## src/rtl/ctrl_pkg.sv

```systemverilog
// Shared encodings for the multicycle RV32I control unit: states, datapath selects,
// trap causes, opcode constants and the per-class ALU setup table.
package ctrl_pkg;

    localparam logic [2:0] ST_FETCH  = 3'd0;
    localparam logic [2:0] ST_DECODE = 3'd1;
    localparam logic [2:0] ST_EXEC   = 3'd2;
    localparam logic [2:0] ST_MEM    = 3'd3;
    localparam logic [2:0] ST_WB     = 3'd4;
    localparam logic [2:0] ST_TRAP   = 3'd5;

    localparam logic [1:0] PC_PLUS4  = 2'b00;
    localparam logic [1:0] PC_BRANCH = 2'b01;
    localparam logic [1:0] PC_ALU    = 2'b10;

    localparam logic [1:0] WB_ALU = 2'b00;
    localparam logic [1:0] WB_MEM = 2'b01;
    localparam logic [1:0] WB_PC4 = 2'b10;

    localparam logic [1:0] A_RS1  = 2'b00;
    localparam logic [1:0] A_ZERO = 2'b01;
    localparam logic [1:0] A_PC   = 2'b10;

    localparam logic [1:0] B_RS2  = 2'b00;
    localparam logic [1:0] B_IMM  = 2'b01;
    localparam logic [1:0] B_FOUR = 2'b10;

    localparam logic [1:0] ALU_ADD    = 2'b00;
    localparam logic [1:0] ALU_BRANCH = 2'b01;
    localparam logic [1:0] ALU_RTYPE  = 2'b10;
    localparam logic [1:0] ALU_ITYPE  = 2'b11;

    localparam logic [1:0] CAUSE_NONE    = 2'b00;
    localparam logic [1:0] CAUSE_ILLEGAL = 2'b01;
    localparam logic [1:0] CAUSE_IMEM_TO = 2'b10;
    localparam logic [1:0] CAUSE_DMEM_TO = 2'b11;

    // RV32I base opcodes, same values as Opcode.vh
    localparam logic [6:0] OPC_LOAD   = 7'b0000011;
    localparam logic [6:0] OPC_OP_IMM = 7'b0010011;
    localparam logic [6:0] OPC_AUIPC  = 7'b0010111;
    localparam logic [6:0] OPC_STORE  = 7'b0100011;
    localparam logic [6:0] OPC_OP     = 7'b0110011;
    localparam logic [6:0] OPC_LUI    = 7'b0110111;
    localparam logic [6:0] OPC_BRANCH = 7'b1100011;
    localparam logic [6:0] OPC_JALR   = 7'b1100111;
    localparam logic [6:0] OPC_JAL    = 7'b1101111;

    localparam int NUM_CLS    = 9;
    localparam int CLS_RTYPE  = 0;
    localparam int CLS_ITYPE  = 1;
    localparam int CLS_LOAD   = 2;
    localparam int CLS_STORE  = 3;
    localparam int CLS_LUI    = 4;
    localparam int CLS_AUIPC  = 5;
    localparam int CLS_JAL    = 6;
    localparam int CLS_JALR   = 7;
    localparam int CLS_BRANCH = 8;

    typedef logic [NUM_CLS-1:0] cls_vec_t;

    typedef struct packed {
        logic [1:0] src_a;
        logic [1:0] src_b;
        logic [1:0] op;
    } alu_sel_t;

    // Load, store and JALR share the plain rs1+imm address add.
    function automatic alu_sel_t alu_sel_for(input cls_vec_t cls);
        alu_sel_t s;
        s = '{src_a: A_RS1, src_b: B_IMM, op: ALU_ADD};
        if (cls[CLS_RTYPE])  s = '{src_a: A_RS1,  src_b: B_RS2, op: ALU_RTYPE};
        if (cls[CLS_ITYPE])  s = '{src_a: A_RS1,  src_b: B_IMM, op: ALU_ITYPE};
        if (cls[CLS_LUI])    s = '{src_a: A_ZERO, src_b: B_IMM, op: ALU_ADD};
        if (cls[CLS_AUIPC])  s = '{src_a: A_PC,   src_b: B_IMM, op: ALU_ADD};
        if (cls[CLS_JAL])    s = '{src_a: A_PC,   src_b: B_IMM, op: ALU_ADD};
        if (cls[CLS_BRANCH]) s = '{src_a: A_RS1,  src_b: B_RS2, op: ALU_BRANCH};
        return s;
    endfunction

endpackage

```

## src/rtl/multicycle_ctrl_opcode_class.sv

```systemverilog
// Combinational opcode classifier: one-hot class vector plus illegal flag
// for anything outside the supported RV32I base opcodes.
module opcode_class
    import ctrl_pkg::*;
(
    input  logic [6:0] opcode_i,
    output cls_vec_t   class_o,
    output logic       illegal_o
);

    always_comb begin
        class_o = '0;
        case (opcode_i)
            OPC_OP:     class_o[CLS_RTYPE]  = 1'b1;
            OPC_OP_IMM: class_o[CLS_ITYPE]  = 1'b1;
            OPC_LOAD:   class_o[CLS_LOAD]   = 1'b1;
            OPC_STORE:  class_o[CLS_STORE]  = 1'b1;
            OPC_LUI:    class_o[CLS_LUI]    = 1'b1;
            OPC_AUIPC:  class_o[CLS_AUIPC]  = 1'b1;
            OPC_JAL:    class_o[CLS_JAL]    = 1'b1;
            OPC_JALR:   class_o[CLS_JALR]   = 1'b1;
            OPC_BRANCH: class_o[CLS_BRANCH] = 1'b1;
            default:    class_o = '0;
        endcase
        illegal_o = (class_o == '0);
    end

endmodule

```

## src/rtl/multicycle_ctrl.sv

```systemverilog
// Multicycle control FSM for the LittleChip RV32I datapath, with bounded memory
// handshakes, a retired-instruction counter and a sticky trap.
//
//   state  | meaning
//   FETCH  | imem request held until ready; IR latched on ready
//   DECODE | classify opcode; illegal opcode traps
//   EXEC   | ALU setup; branches resolve and retire here
//   MEM    | dmem request held until ready; stores retire here
//   WB     | register writeback, PC update, retire
//   TRAP   | absorbing until reset; cause held
module multicycle_ctrl
    import ctrl_pkg::*;
#(
    parameter int MEM_WAIT_MAX = 16,
    parameter int CNT_W        = 32
) (
    input  logic             clk,
    input  logic             rst_n,
    input  logic [6:0]       opcode,
    input  logic             branch_taken,
    input  logic             stall,
    output logic             imem_req,
    input  logic             imem_ready,
    output logic             dmem_req,
    output logic             dmem_we,
    input  logic             dmem_ready,
    output logic             ir_write,
    output logic             pc_write,
    output logic [1:0]       pc_src,
    output logic             reg_write,
    output logic [1:0]       mem_to_reg,
    output logic [1:0]       alu_src_a,
    output logic [1:0]       alu_src_b,
    output logic [1:0]       alu_op,
    output logic             retire,
    output logic [CNT_W-1:0] retire_cnt,
    output logic             trap,
    output logic [1:0]       trap_cause,
    output logic [2:0]       state_dbg
);

    localparam int WAIT_W = $clog2(MEM_WAIT_MAX + 1);
    localparam logic [WAIT_W-1:0] WAIT_LIMIT = WAIT_W'(MEM_WAIT_MAX);

    logic [2:0]        state_q, state_d;
    logic [WAIT_W-1:0] wait_q, wait_d;
    logic [CNT_W-1:0]  retire_cnt_q, retire_cnt_d;
    logic [1:0]        cause_q, cause_d;
    logic              active_q;

    cls_vec_t cls;
    logic     illegal;
    alu_sel_t alu_sel;
    logic     is_load, is_store, is_branch, is_jump;

    opcode_class u_opcode_class (
        .opcode_i  (opcode),
        .class_o   (cls),
        .illegal_o (illegal)
    );

    assign is_load   = cls[CLS_LOAD];
    assign is_store  = cls[CLS_STORE];
    assign is_branch = cls[CLS_BRANCH];
    assign is_jump   = cls[CLS_JAL] | cls[CLS_JALR];
    assign alu_sel   = alu_sel_for(cls);

    always_comb begin
        state_d    = state_q;
        wait_d     = wait_q;
        cause_d    = cause_q;
        imem_req   = 1'b0;
        dmem_req   = 1'b0;
        dmem_we    = 1'b0;
        ir_write   = 1'b0;
        pc_write   = 1'b0;
        pc_src     = PC_PLUS4;
        reg_write  = 1'b0;
        mem_to_reg = WB_ALU;
        alu_src_a  = A_RS1;
        alu_src_b  = B_RS2;
        alu_op     = ALU_ADD;
        retire     = 1'b0;

        case (state_q)
            ST_FETCH: begin
                // active_q keeps the request low for the first cycle after reset
                if (active_q) begin
                    imem_req = 1'b1;
                    if (imem_ready) begin
                        ir_write = 1'b1;
                        state_d  = ST_DECODE;
                    end else if (wait_q == WAIT_LIMIT) begin
                        state_d = ST_TRAP;
                        cause_d = CAUSE_IMEM_TO;
                    end else begin
                        wait_d = wait_q + WAIT_W'(1);
                    end
                end
            end

            ST_DECODE: begin
                if (!stall) begin
                    if (illegal) begin
                        state_d = ST_TRAP;
                        cause_d = CAUSE_ILLEGAL;
                    end else begin
                        state_d = ST_EXEC;
                    end
                end
            end

            ST_EXEC: begin
                alu_src_a = alu_sel.src_a;
                alu_src_b = alu_sel.src_b;
                alu_op    = alu_sel.op;
                if (is_branch) begin
                    pc_src = branch_taken ? PC_BRANCH : PC_PLUS4;
                    if (!stall) begin
                        pc_write = 1'b1;
                        retire   = 1'b1;
                        state_d  = ST_FETCH;
                        wait_d   = '0;
                    end
                end else if (is_load || is_store) begin
                    if (!stall) begin
                        state_d = ST_MEM;
                        wait_d  = '0;
                    end
                end else if (!stall) begin
                    state_d = ST_WB;
                end
            end

            ST_MEM: begin
                dmem_req = 1'b1;
                dmem_we  = is_store;
                if (dmem_ready) begin
                    if (is_store) begin
                        pc_write = 1'b1;
                        retire   = 1'b1;
                        state_d  = ST_FETCH;
                        wait_d   = '0;
                    end else begin
                        state_d = ST_WB;
                    end
                end else if (wait_q == WAIT_LIMIT) begin
                    state_d = ST_TRAP;
                    cause_d = CAUSE_DMEM_TO;
                end else begin
                    wait_d = wait_q + WAIT_W'(1);
                end
            end

            ST_WB: begin
                mem_to_reg = is_load ? WB_MEM : (is_jump ? WB_PC4 : WB_ALU);
                pc_src     = is_jump ? PC_ALU : PC_PLUS4;
                if (!stall) begin
                    reg_write = 1'b1;
                    pc_write  = 1'b1;
                    retire    = 1'b1;
                    state_d   = ST_FETCH;
                    wait_d    = '0;
                end
            end

            ST_TRAP: begin
                state_d = ST_TRAP;
            end

            default: begin
                state_d = ST_FETCH;
                wait_d  = '0;
            end
        endcase
    end

    assign retire_cnt_d = retire ? retire_cnt_q + CNT_W'(1) : retire_cnt_q;

    always_ff @(posedge clk or negedge rst_n) begin
        if (!rst_n) begin
            state_q      <= ST_FETCH;
            wait_q       <= '0;
            retire_cnt_q <= '0;
            cause_q      <= CAUSE_NONE;
            active_q     <= 1'b0;
        end else begin
            state_q      <= state_d;
            wait_q       <= wait_d;
            retire_cnt_q <= retire_cnt_d;
            cause_q      <= cause_d;
            active_q     <= 1'b1;
        end
    end

    assign retire_cnt = retire_cnt_q;
    assign trap       = (state_q == ST_TRAP);
    assign trap_cause = cause_q;
    assign state_dbg  = state_q;

endmodule

```

## config.mk

```make
export PLATFORM = sky130hd
export DESIGN_NAME = multicycle_ctrl
export DESIGN_NICKNAME = d
export VERILOG_FILES = /design/src/rtl/ctrl_pkg.sv /design/src/rtl/multicycle_ctrl_opcode_class.sv /design/src/rtl/multicycle_ctrl.sv
export SDC_FILE = /design/constraint.sdc
export NUM_CORES = 1
export LEC_CHECK = 0
export BUFFER_PORTS_ARGS = -buffer_cell sky130_fd_sc_hd__buf_4
export CORE_UTILIZATION = 57
export DETAILED_ROUTE_END_ITERATION = 8
export PLACE_DENSITY = 0.85
export SYNTH_ARGS = -nofsm -noshare
export SYNTH_HDL_FRONTEND = slang
export SYNTH_SLANG_ARGS = --single-unit
```

## constraint.sdc

```tcl
create_clock -name clk -period 5.26 [get_ports clk]
set_clock_uncertainty 0.1 [all_clocks]
set_input_delay 0 -clock clk [delete_from_list [all_inputs] [get_ports clk]]
set_output_delay 0 -clock clk [all_outputs]
set_load 0.005 [all_outputs]
```

; ---- Yosys cells after proc, flatten, opt, wreduce, memory -nomap -nowiden
; Index checks and enable logic that the tools add are counted.
[op_classes]
addsub = 2
n_mul = 0
div_mod_pow = 0
magnitude_cmp = 0
eq_ne = 25
shift = 0
n_mux = 67
n_bitwise = 2
n_reduce_logical = 8
[ops]
columns = cell, n
row1 = $mux W3, 14
row2 = $mux W5, 8
row3 = $add A32 B1 Y32 const B, 1
row4 = $mux W2, 13
row5 = $pmux W5 S5, 1
row6 = $mux W6, 4
row7 = $mux W1, 23
row8 = $eq A7 B6 Y1 const B, 3
row9 = $eq A7 B7 Y1 const B, 3
row10 = $pmux W3 S6, 1
row11 = $eq A7 B5 Y1 const B, 2
row12 = $ne A2 B2 Y1 const B, 7
row13 = $logic_not A9 Y1, 1
row14 = $ne A3 B3 Y1 const B, 3
row15 = $reduce_and A8 Y1, 1
row16 = $eq A7 B2 Y1 const B, 1
row17 = $eq A3 B2 Y1 const B, 2
row18 = $eq A3 B3 Y1 const B, 2
row19 = $pmux W2 S3, 1
row20 = $add A5 B1 Y5 const B, 1
row21 = $eq A5 B5 Y1 const B, 1
row22 = $reduce_and A5 Y1, 1
row23 = $pmux W2 S2, 1
row24 = $eq A3 B1 Y1 const B, 1
row25 = other kinds (8), 8
[word_totals]
regBits = 43
latchBits = 0
mem_bits_rw = 0
romBits = 0
input_bits = 13
output_inout_bits = 55
wordCells = 109
memories = 0

; ---- Longest topological paths before layout
[logic_depth]
ltp_word = 9
mapped_depth = 7
mapped_depth_nobuf = 7

; ---- Modules after synthesis
; From an unflattened synthesis, not the netlist that was laid out.
[hier_totals]
cells_unflattened = 296
area_unflattened_um2 = 2817.7
[modules_own_cells]
columns = module, n_inst, cells_per_inst, area_per_inst_um2, seq_area_each_um2
row1 = multicycle_ctrl, 1, 276, 2655.0, 1076.0
row2 = opcode_class, 1, 20, 162.7, 0.0

; ---- Least setup slack after synthesis
; Ideal clock, no wire load.
[synth_timing]
kind = reg2reg
from = register wait_q[0]
to = register state_q[0], in the netlist state_dbg[0]
setup_time_ps = 111
arrival_ps = 1976
required_time_ps = 5049
slack_ps = 3073
path_stages_with_launch = 8
path_buffers = 0
period_less_slack_ps = 2187
path_cell_list = dfrtp_1 inv_1 ha_1 and4bb_2 nor2_1 mux4_2 or3_1 a222oi_1
[synth_between]
elab_chain_len = 5
elab_cells_between_ends = 6
cone_classes = 1 x eq/ne / 5 x mux
[synth_rtl]
columns = element, line
row1 = start: declaration, multicycle_ctrl.sv:46  ; logic [WAIT_W-1:0] wait_q, wait_d;
row2 = start signal: assignment, multicycle_ctrl.sv:189  ; wait_q <= wait_d;
row3 = $eq A5 B5 Y1 (*), "multicycle_ctrl.sv:93, multicycle_ctrl.sv:147"
row4 = $mux W3 (*), -
row5 = $mux W3 (2 in series), -
row6 = $pmux W3 S6 (*), -
row7 = end signal: assignment, multicycle_ctrl.sv:188  ; state_q <= state_d;
row8 = end: declaration, multicycle_ctrl.sv:45  ; logic [2:0] state_q, state_d;
; Mark *: on every way between the ends. The rest lies on a longest branch, timed or not. The select of a mux whose other input is x is not followed.
; A chain may end at the register's enable or synchronous reset.

; ---- Final worst setup path
[layout_timing]
from = register state_q[2], in the netlist state_dbg[2]
to = register retire_cnt_q[28], in the netlist retire_cnt[28]
[layout_between]
elab_chain_len = 2
elab_cells_between_ends = 4
cone_classes = 3 x eq/ne / 1 x mux
[layout_rtl]
columns = element, line
row1 = $eq A3 B3 Y1 / $eq A3 B2 Y1 (equally long branches), multicycle_ctrl.sv:85  ; case (state_q)
row2 = $pmux W1 S3 (*), multicycle_ctrl.sv:85
row3 = end signal: assignment, multicycle_ctrl.sv:190  ; retire_cnt_q <= retire_cnt_d;
row4 = end: declaration, multicycle_ctrl.sv:47  ; logic [CNT_W-1:0] retire_cnt_q, retire_cnt_d;
; Mark *: on every way between the ends. The rest lies on a longest branch, timed or not.

==> results.sh <==
export IMPL_status="complete, no violations"
export IMPL_cts_root_buf="clkbuf_8"
export IMPL_endpoint_kind="register"
export IMPL_synth_ff_type="dfrtp_1"
export IMPL_hp_class="in -> reg"
export IMPL_ir_drop_mv=0.2043
export IMPL_grtUsageMet1_pct=33.11
export IMPL_layout_common_cells="66 x buf_4, 43 x dfrtp_1, 24 x nor2_1"
export IMPL_cts_buffers=5
export IMPL_final_cell_count_no_fill=387
export IMPL_syn_area_per_cell_um2=9.518
export IMPL_synth_nets=286
export IMPL_post_route_cells_drive_above_1_share_pct=25.67
export IMPL_dieArea_mm2=0.004781
export IMPL_clk_pin_slew_ns=0.09
export IMPL_htree_levels=2
export IMPL_n_antenna_cell=0
export IMPL_insertion_delay_ns=0.30
export IMPL_ys_seq_elements=43
export IMPL_drv_slew=0
export IMPL_dp_cells=376
export IMPL_use_met3_pct=6.579
export IMPL_dp_hpwl_um=4095
export IMPL_grt_use_met2_pct=38.62
export IMPL_gp_congestion=0.8413
export IMPL_synth_edf_count=0
export IMPL_routed_via_count=2230
export IMPL_tightest_slew_ns=0.6328
export IMPL_grt_pass1_vias=2058
export IMPL_async_flop_share_pct=100.0
export IMPL_dr_pass1_iters=7
export IMPL_ant_nets=0
export IMPL_grt_max_degree=44
export IMPL_syn2layout_area_growth_pct=23.13
export IMPL_ys_warnings_count=0
export IMPL_finalCritPeriodShare_pct=49.29
export IMPL_wl_per_cell_um=14.72
export IMPL_final_fill_count=350
export IMPL_synth_distinct_cells=62
export IMPL_critPathRequiredTime_ns=5.39
export IMPL_synth_cells=270
export IMPL_cap_violations=0
export IMPL_antenna_found_initial=0
export IMPL_leakage_nw=1.572
export IMPL_ys_seq_area_share_pct=41.87
export IMPL_rsz0062_at_grt="no"
export IMPL_die_y_um=69.15
export IMPL_die_width_um=69.15
export IMPL_nets=350
export IMPL_grt_ovfl_total=0
export IMPL_clockBufferDepth=2
export IMPL_multi_input_area_mm2=0.001353
export IMPL_fin_crit_ns=2.593
export IMPL_busiest_layer="met2"
export IMPL_drtIter0Drc=307
export IMPL_io_buffers=66
export IMPL_cts_tree="yes"
export IMPL_worst_ep_arrival_time_ns=2.72
export IMPL_post_cts_buffers=0
export IMPL_p_per_area_mw_per_mm2=316.3
export IMPL_row_count=24
export IMPL_seqCellArea_mm2=0.001076
export IMPL_syn_area_mm2=0.002570
export IMPL_ctsResizeCount=0
export IMPL_hold_viol=0
export IMPL_cts_sinks=43
export IMPL_path_max_fanout=19
export IMPL_wl_um=5696
export IMPL_start_util_pct=59.02
export IMPL_setup_viol=0
export IMPL_remaining_drc_errors=0
export IMPL_max_slew_margin_pct=57.73
export IMPL_layout_commonest_cell="buf_4"
export IMPL_clock_fmax_mhz=385.7
export IMPL_fin_setup_tns_ns=0
export IMPL_hold_buffers=3
export IMPL_io_pins=68
export IMPL_crit_path_start_kind="register"
export IMPL_critPathKind="reg -> reg"
export IMPL_grtUsageTotal_pct=24.63
export IMPL_grt_pass1_wl_um=9480
export IMPL_vias_per_cell=5.762
export IMPL_fp_coreArea_mm2=0.004354
final timing paths:
path | from | endpoint | slack (ns) | cells after the start
setup / recovery | state_dbg[2] | retire_cnt[28] | 2.67 | 6
hold / removal | dmem_ready | state_dbg[1] | 0.06 | 3
setup reg to reg | state_dbg[2] | retire_cnt[28] | 2.67 | 6
hold reg to reg | retire_cnt[31] | retire_cnt[31] | 0.38 | 1
max in group asynchronous | rst_n | retire_cnt[25] | 4.56 | 2
min in group asynchronous | rst_n | retire_cnt[19] | 0.13 | 2
power breakdown:
| group | internal [mW] | total [mW] | switching (mW) |
|---|---|---|---|
| Clock | 0.0950 | 0.216 | 0.121 |
| Sequential | 0.378 | 0.462 | 0.0837 |
| Combinational | 0.173 | 0.323 | 0.150 |
cell usage after synthesis (all sizes together), types with 4 or more instances:
library cell,number,area share [%]
buf,8,2.4
nand4,10,2.4
nand2b,4,0.97
nor2b,6,1.5
nor2,24,3.5
nor3,10,1.9
clkbuf,4,1.0
xor2,14,4.8
xnor2,18,6.1
or3,4,0.97
nand2,17,2.5
a21oi,5,0.97
nand3,13,2.5
o21ai,5,0.97
inv,14,2.0
and3,11,2.7
dfrtp,43,42
sequential cells by signal (all words and copies together) (netlist names):
| name | count |
|---|---|
| state_dbg | 3 |
| trap_cause | 2 |
| wait_q | 5 |
| active_q | 1 |
| retire_cnt | 32 |
final cells by class:
class / count / area share [%]
clock inverters: 3 / 0.7513
inverters: 14 / 1.661
repair buffers: 69 / 16.61
clock buffers: 5 / 2.175
flip-flops and latches: 43 / 34.01
well taps: 52 / 2.056
multi-input cells: 201 / 42.74
layer usage:
metal  wire, um  share of wire [%]
met1       2592                 46
met3        338                5.9
met5          0                  0
met2       2695                 47
met4         69                1.2
critical path, cell delays in order, from the launching register on:
cell       delay, ns
dfrtp_1         0.67
or3b_2          0.55
nand2b_1        0.24
inv_1           0.12
o2111ai_1       0.33
nor4_1          0.36
xor2_1          0.17
per-stage QoR:
stage	total power, mW	instance area [um^2]	utilization [%]	worst slack (ns)	hold slack, ns
2_1_floorplan	0.6751	2570	-	3.073	-0.3956
3_3_place_gp	0.7771	3042	69.86	2.775	-0.07777
3_5_place_dp	0.7880	3042	69.86	2.690	-0.07443
4_1_cts	1.007	3164	72.67	2.686	0.05125
5_1_grt	1.069	3164	72.67	2.511	0.06746
6_report	1.001	3164	72.67	2.667	0.05810
cell families after synthesis:
family,count (synthesis),synth area share (%)
simple gates,122,26.63
other cells,2,0.2922
fa+ha+maj,3,1.461
buf+inv,26,5.501
mux,3,1.704
xor+xnor,32,10.91
compound gates,39,11.64
flops,43,41.87
Power figures use the tool's default switching activity.
